File: src/rtl/keypad_scanner.sv
// 4x4 active-low keypad scanner: rotating row drive, debounced press/release, one-clk key_valid strobe.
// Optional auto-repeat while a key is held is compiled in with `define KEYPAD_REPEAT_EN.
//
//   state    | meaning
//   ---------+------------------------------------------------------------
//   SCAN     | rotating rows on each tick, waiting for any low column
//   DEBOUNCE | row frozen, counting consecutive ticks the latched column is low
//   HELD     | key accepted, waiting for the latched column to go high
//   RELEASE  | counting consecutive ticks the latched column is high
module keypad_scanner #(
   parameter int unsigned SCAN_DIV_W   = 13,
   parameter int unsigned DEBOUNCE_CNT = 4,
   parameter int unsigned REPEAT_TICKS = 64
) (
   input  logic       clk,
   input  logic       clr_n,
   input  logic [3:0] col_in,
   output logic [3:0] row_out,
   output logic [3:0] key_code,
   output logic       key_valid,
   output logic       key_held
);

   typedef enum logic [1:0] {SCAN, DEBOUNCE, HELD, RELEASE} state_t;

   localparam logic [3:0]            DB_N    = 4'(DEBOUNCE_CNT);
   localparam logic [SCAN_DIV_W-1:0] DIV_ONE = {{(SCAN_DIV_W-1){1'b0}}, 1'b1};

   logic [3:0]            col_m;
   logic [3:0]            col_s;
   logic [SCAN_DIV_W-1:0] div_cnt;
   logic                  tick;

   state_t     state;
   state_t     state_nxt;
   logic [1:0] row_idx;
   logic [1:0] row_idx_nxt;
   logic [1:0] lat_col;
   logic [1:0] lat_col_nxt;
   logic [3:0] cnt;
   logic [3:0] cnt_nxt;
   logic [3:0] key_code_nxt;
   logic       valid_nxt;
   logic       rpt_fire;

   logic [1:0] col_win;
   logic       col_any;
   logic       lat_low;

   assign tick     = &div_cnt;
   assign row_out  = ~(4'b0001 << row_idx);
   assign key_held = (state == HELD) || (state == RELEASE);
   assign lat_low  = ~col_s[lat_col];

   // Lowest-numbered low column wins when several are pressed together.
   always_comb begin
      col_win = 2'd0;
      col_any = 1'b1;
      if (!col_s[0])
         col_win = 2'd0;
      else if (!col_s[1])
         col_win = 2'd1;
      else if (!col_s[2])
         col_win = 2'd2;
      else if (!col_s[3])
         col_win = 2'd3;
      else
         col_any = 1'b0;
   end

   always_comb begin
      state_nxt    = state;
      row_idx_nxt  = row_idx;
      lat_col_nxt  = lat_col;
      cnt_nxt      = cnt;
      key_code_nxt = key_code;
      valid_nxt    = 1'b0;
      if (tick) begin
         unique case (state)
            SCAN: begin
               if (!col_any) begin
                  row_idx_nxt = row_idx + 2'd1;
               end else begin
                  lat_col_nxt = col_win;
                  if (DB_N == 4'd1) begin
                     key_code_nxt = {row_idx, col_win};
                     valid_nxt    = 1'b1;
                     cnt_nxt      = 4'd0;
                     state_nxt    = HELD;
                  end else begin
                     cnt_nxt   = 4'd1;
                     state_nxt = DEBOUNCE;
                  end
               end
            end
            DEBOUNCE: begin
               if (lat_low) begin
                  if (cnt + 4'd1 == DB_N) begin
                     key_code_nxt = {row_idx, lat_col};
                     valid_nxt    = 1'b1;
                     cnt_nxt      = 4'd0;
                     state_nxt    = HELD;
                  end else begin
                     cnt_nxt = cnt + 4'd1;
                  end
               end else begin
                  cnt_nxt     = 4'd0;
                  row_idx_nxt = row_idx + 2'd1;
                  state_nxt   = SCAN;
               end
            end
            HELD: begin
               // A single-tick debounce releases straight back to scanning.
               if (!lat_low) begin
                  if (DB_N == 4'd1) begin
                     cnt_nxt     = 4'd0;
                     row_idx_nxt = row_idx + 2'd1;
                     state_nxt   = SCAN;
                  end else begin
                     cnt_nxt   = 4'd1;
                     state_nxt = RELEASE;
                  end
               end
            end
            RELEASE: begin
               if (!lat_low) begin
                  if (cnt + 4'd1 == DB_N) begin
                     cnt_nxt     = 4'd0;
                     row_idx_nxt = row_idx + 2'd1;
                     state_nxt   = SCAN;
                  end else begin
                     cnt_nxt = cnt + 4'd1;
                  end
               end else begin
                  cnt_nxt   = 4'd0;
                  state_nxt = HELD;
               end
            end
         endcase
      end
   end

   always_ff @(posedge clk or negedge clr_n) begin
      if (!clr_n) begin
         col_m     <= 4'b1111;
         col_s     <= 4'b1111;
         div_cnt   <= '0;
         state     <= SCAN;
         row_idx   <= 2'd0;
         lat_col   <= 2'd0;
         cnt       <= 4'd0;
         key_code  <= 4'd0;
         key_valid <= 1'b0;
      end else begin
         col_m     <= col_in;
         col_s     <= col_m;
         div_cnt   <= div_cnt + DIV_ONE;
         state     <= state_nxt;
         row_idx   <= row_idx_nxt;
         lat_col   <= lat_col_nxt;
         cnt       <= cnt_nxt;
         key_code  <= key_code_nxt;
         key_valid <= valid_nxt | rpt_fire;
      end
   end

`ifdef KEYPAD_REPEAT_EN
   localparam logic [7:0] RPT_N = 8'(REPEAT_TICKS);

   logic [7:0] rpt_cnt;

   // Down-counter reloaded on every entry to HELD; fires on terminal count.
   assign rpt_fire = tick && (state == HELD) && lat_low && (rpt_cnt == 8'd1);

   always_ff @(posedge clk or negedge clr_n) begin
      if (!clr_n) begin
         rpt_cnt <= 8'd0;
      end else if (tick) begin
         if ((state_nxt == HELD) && (state != HELD))
            rpt_cnt <= RPT_N;
         else if ((state == HELD) && lat_low)
            rpt_cnt <= rpt_fire ? RPT_N : rpt_cnt - 8'd1;
      end
   end
`else
   assign rpt_fire = 1'b0;
`endif

endmodule
File: config.mk
export PLATFORM = sky130hd
export DESIGN_NAME = keypad_scanner
export DESIGN_NICKNAME = d
export VERILOG_FILES = /design/src/rtl/keypad_scanner.sv
export SDC_FILE = /design/constraint.sdc
export NUM_CORES = 1
export LEC_CHECK = 0
export CORE_ASPECT_RATIO = 0.9
export CORE_MARGIN = 3
export CORE_UTILIZATION = 60
export CTS_CLUSTER_SIZE = 8
export DETAILED_ROUTE_END_ITERATION = 6
export HOLD_SLACK_MARGIN = 0.05
export PLACE_DENSITY = 0.94
export SLEW_MARGIN = 40
export SYNTH_ARGS = -nofsm -noshare
export SYNTH_HDL_FRONTEND = slang
export SYNTH_SLANG_ARGS = --single-unit
File: constraint.sdc
create_clock -name clk -period 5.85 [get_ports clk]
set_input_delay 0.585 -clock clk [delete_from_list [all_inputs] [get_ports clk]]
set_output_delay 0.585 -clock clk [all_outputs]
set_load 0.02 [all_outputs]
## Yosys cells after proc, flatten, opt, wreduce, memory -nomap -nowiden

Cells that the tools add are included.

- Register bits after elaboration: 36
- Word-level logic and storage cells: 69

- Mux-type cells: 32
- Bitwise gates (word level): 2
- $lt $le $gt $ge: 1
- $add $sub $neg: 3
- Equal/unequal tests: 12
- Reduce and logical (&&, ||, !) cells: 9
- Shift-type cells: 1

Operators with widths:

| cell | number |
|---|---|
| 15-bit AND reduction | 2 |
| 2-bit 2-to-1 mux | 14 |
| 4-bit 2-to-1 mux | 5 |
| 18-bit AND reduction | 1 |
| 17-bit AND reduction | 1 |
| 4-bit one-hot mux with 4 select lines | 1 |
| 16-bit AND reduction | 1 |
| 13-bit by 1-bit adder with 13-bit output, second input constant | 1 |
| 13-bit AND reduction | 1 |
| 1-bit 2-to-1 mux | 9 |
| 2-bit one-hot mux with 4 select lines | 1 |
| 2-bit by 1-bit != test with 1-bit output, second input constant | 3 |
| 2-bit != test, second input constant | 3 |
| 3-bit != test, second input constant | 2 |
| 2-bit one-hot mux with 3 select lines | 1 |
| 4-bit by 1-bit adder with 4-bit output, second input constant | 1 |
| 2-bit equality test, second input constant | 2 |
| 4-bit by 3-bit equality test with 1-bit output, second input constant | 1 |
| 4-bit NOT | 1 |
| 1-bit by 2-bit left shift with 4-bit output, first input constant | 1 |
| 2-bit by 3-bit < comparator with 1-bit output, second input constant | 1 |
| 3-bit nonzero test | 1 |
| 2-bit by 1-bit adder with 2-bit output, second input constant | 1 |
| 1-bit binary-select mux with 2-bit select | 1 |
| 4 further kinds | 4 |

## Longest topological paths before layout

- Depth after elaboration: 6
- Gate-level depth with buffers: 6

## Worst setup path before layout

Ideal clock, no wire load.

- Kind: register to register
- From: reg cnt[0]
- To: reg row_idx[1]
- Period minus slack after synthesis: 1.980 ns
- Arrival: 1.855 ns
- Library setup time: 0.125 ns
- Stages on the path, launching flop included: 7
- Data required time: 5.725 ns
- Path slack: 3.870 ns
- Buffers on the path: 0
- Cells stage by stage: dfrtp_1 ha_1 nand3b_1 o31ai_2 nor2_1 or4_4 mux2_4

- Cells in the longest elaborated chain, start to end: 4

Ends and longest elaborated chain:

| element | line | RTL |
|---|---|---|
| from (decl) | 40 | `logic [3:0] cnt;` |
| from (signal assigned) | 161 | `cnt <= cnt_nxt;` |
| 4-bit by 1-bit adder with 4-bit output | 127 | `if (cnt + 4'd1 == DB_N) begin` |
| 4-bit by 3-bit equality test with 1-bit output | 127 |  |
| 2-bit by 1-bit != test with 1-bit output (no source line) | -- |  |
| 18-bit AND reduction (no source line) | -- |  |
| to (signal assigned) | 159 | `row_idx <= row_idx_nxt;` |
| to (decl) | 36 | `logic [1:0] row_idx;` |

No other way between the ends.
A chain may end at the register's enable or synchronous reset.

## Final worst setup path

- From: reg row_idx[0]
- To: out row_out[0]

- Cells in the longest elaborated chain, start to end: 2

Ends and longest elaborated chain:

| element | line | RTL |
|---|---|---|
| 1-bit by 2-bit left shift with 4-bit output | 51 | `assign row_out = ~(4'b0001 << row_idx);` |
| 4-bit NOT | 51 |  |
| to (decl) | 18 | `output logic [3:0] row_out,` |

No other way between the ends.

==> impl_results.md <==
- P_leak: 0.834 nW
- Post-Syn Area per Cell: 12.0 µm²
- Clock Skew: 9.54 ps
- Initial Util: 66.0%
- Htree depth: 2
- Synth top area share: 41.6%
- Worst Setup End Kind: primary output
- Clock buffers created by TritonCTS: 5
- Max Fclk: 441 MHz
- Top_reg_cell synth: dfrtp_1
- Vias per cell: 5.75
- Worst slew margin: 64.7%
- Initial DRC Count: 34
- Crit-path most repeated cell: inv_1
- Slowest stage delay, CP: 590 ps
- Fraction of registers with async set or reset after synthesis: 100%
- Hold path depth: 0
- CP Depth: 4
- Cts repair resizes: 0
- RSZ-0062 raised after global routing: false
- Syn. warnings: 0
- CP Buf/Inv Count: 3
- Final net count: 173
- Startpoint types: flip-flop
- Critical Path AT: 1680 ps
- Net Sw Frac: 22.1%
- Crit Path Max Fanout: 5
- Clk pwr share: 32.1%
- WHS Endpoint: col_s[3]$_DFF_PN1_
- Slowest stage cell on the critical path: clkdlybuf4s50_1
- Part of the cycle the worst path needs: 38.8%
- PortBufs: 15
- Final wirelength: 2780 µm
- Fin worst setup slack: 3580 ps
- Wirelength per Cell: 14.7 µm
- Remaining antenna violation count after routing: 0
- Share of cells above drive strength 1: 18.6%
- Number of diodes: 0
- Max Cap Violations: 0
- Class of the worst hold path: flip-flop to flip-flop
- Worst Setup Path Type: flip-flop to primary output
- Io pins: 16
- Vias post-DR: 1086
- Clock sinks: 36
- Worst-Skew Late Latency: 330 ps
- Vias in the first global route: 1120
- Gate power share: 3.0%
- First-pass GRT wire length: 4940 µm
- Worst-path clk slew: 100 ps
- Pint: 0.307 mW
- Full die area: 3480 µm²
- Leading cell type in the layout, fill and taps excluded: dfrtp_1
- Syn_nets: 153
- Final worst path period need: 2270 ps
- Crit-path cells: inv_1 -> ha_1 -> inv_1 -> clkdlybuf4s50_1
- Worst slew pin tran: 525 ps
- Grt ovf: 0
- Yosys top cell by area: dfrtp_1
- Die Y: 56.3 µm
- Seq/Total Area, Yosys: 54.1%
- CTS tree: done
- R2R Path End: row_idx[1]$_DFFE_PN0P_
- Antenna violations before repair: 0
- Area contributors post-synth: dfrtp_1 42%, dfstp_2 12%, xnor2_1 5.7%
- Residual DRC: 0
- Reg-to-reg startpoint: cnt[0]$_DFFE_PN0P_
- CP required: 5270 ps
- Final setup viols: 0
- Post-synth EDFFs: 0
- Synth cell types: 40
- Psw: 0.0870 mW
- P per Cell Area: 205 nW/µm²
- Rows: 17
- Most frequent cells in the layout: 28 x dfrtp_1, 15 x clkdlybuf4s50_1, 11 x xnor2_1, 10 x nand2_1
- Flop2flop setup slack: 3720 ps
- Final Hold Violating Endpoints: 0
- Dpl ws: 3760 ps
- CORE AREA: 2550 µm²
- Final HPWL DP: 2150 µm
- CTS Root Cell: clkbuf_4
- Total power: 0.394 mW
- Gpl congestion: 0.759
- P&R area growth vs syn: 13.9%
- DRT Pass-1 Iters: 4
- Status: finished, final reports clean
- Die width: 61.8 µm
- Worst path top cell family by delay: buffers and inverters
- Mapped cell area: 1680 µm²
- Largest net degree at the start of global routing: 37
- Total GRT Usage: 19.1%
- Cells after Synth: 140
- Fin. max-slew vios: 0
- Sum Neg Setup Slack: 0 ps
- R2R cell count: 6
- Worst Min Path Start: col_m[3]$_DFF_PN1_
- Post-CTS Setup Inserts: 0
- Flops & latches, synth: 36
- Maximum buffer depth of the clock tree: 2
- VDD IR max: 0.251 mV
- Sequential Power Share: 64.8%
- CTS Hold Buffers Added: 0
==> how the worst max path moves through the flow <==
stage                            from  slack (ps)                      to
2_1_floorplan      cnt[0]$_DFFE_PN0P_        3870  row_idx[1]$_DFFE_PN0P_
3_3_place_gp       cnt[0]$_DFFE_PN0P_        3820  row_idx[1]$_DFFE_PN0P_
3_5_place_dp       cnt[0]$_DFFE_PN0P_        3760  row_idx[1]$_DFFE_PN0P_
4_1_cts        row_idx[0]$_DFFE_PN0P_        3560              row_out[0]
5_1_grt        row_idx[0]$_DFFE_PN0P_        3510              row_out[0]
6_report       row_idx[0]$_DFFE_PN0P_        3580              row_out[0]
==> cell usage after synthesis (2+ instances only) <==
| cell type | instances |
|---|---|
| dfrtp_1 | 28 |
| xnor2_1 | 11 |
| nand2_1 | 10 |
| inv_1 | 9 |
| nand3_1 | 9 |
| dfstp_2 | 8 |
| ha_1 | 7 |
| a21oi_1 | 6 |
| nor2_1 | 5 |
| mux2_2 | 4 |
| and4_1 | 3 |
| nand3b_1 | 3 |
| o21ai_0 | 3 |
| and2_1 | 2 |
| clkbuf_1 | 2 |
| nand4_1 | 2 |
| nor4_4 | 2 |
| o21a_1 | 2 |
| or4_4 | 2 |
| xor2_1 | 2 |
==> area by class of cell <==
type	instances	area [µm²]
fillers	183	634
well taps	28	35.0
inverters	9	33.8
flip-flops and latches	36	911
clock inverters	1	8.76
multi-input cells	92	727
clock buffers	7	45.0
repair buffers	16	158
==> layer usage <==
metal | global-route usage [%] | routed length [µm]
met5 | 0 | 0
met4 | 4.55 | 23
met2 | 32.3 | 1480
met3 | 5.06 | 93
met1 | 23.8 | 1180
==> power groups by stage <==
stage / registers (mW) / clock network, mW / logic, mW
2_1_floorplan: 0.259 / 0 / 0.00318
3_3_place_gp: 0.260 / 0 / 0.0120
3_5_place_dp: 0.260 / 0 / 0.0124
4_1_cts: 0.256 / 0.128 / 0.0124
5_1_grt: 0.256 / 0.138 / 0.0136
6_report: 0.255 / 0.127 / 0.0120
==> state kept, by name, summed over array words and instances (netlist names), named ones only <==
register   count
key_code       4
lat_col        2
cnt            4
div_cnt       13
col_s          4
key_valid      1
state          1
row_idx        2
col_m          4
==> cells by family (layout without fill, tap and decap cells) <==
| logic type | count (synthesis) | after routing | synth area share, % |
|---|---|---|---|
| simple gates | 49 | 49 | 19.7 |
| flops | 36 | 36 | 54.1 |
| compound gates | 16 | 16 | 6.02 |
| xor+xnor | 13 | 13 | 6.76 |
| buf+inv | 12 | 33 | 2.75 |
| fa+ha+maj | 7 | 7 | 5.20 |
| mux | 7 | 7 | 5.50 |
==> worst register-to-register path, stage by stage (launching register included) <==
cell and delay [ps]:
dfrtp_1 460, ha_1 270, nand3b_1 180, o31ai_2 260
nor2_1 90, or4_4 450, mux2_4 310
==> per-stage QoR <==
stage                     hold WS [ps]  std cells  area (µm²)  utilization (%)
final                              361        189        1920             75.1
after global routing               369        189        1920             75.1
after CTS                          363        189        1920             75.1
after detailed placement           347        181        1860             73.0
after global placement             346        181        1860             73.0
after floorplan                    289        140        1680                -
Note: power is estimated with default switching activity, not from simulation.
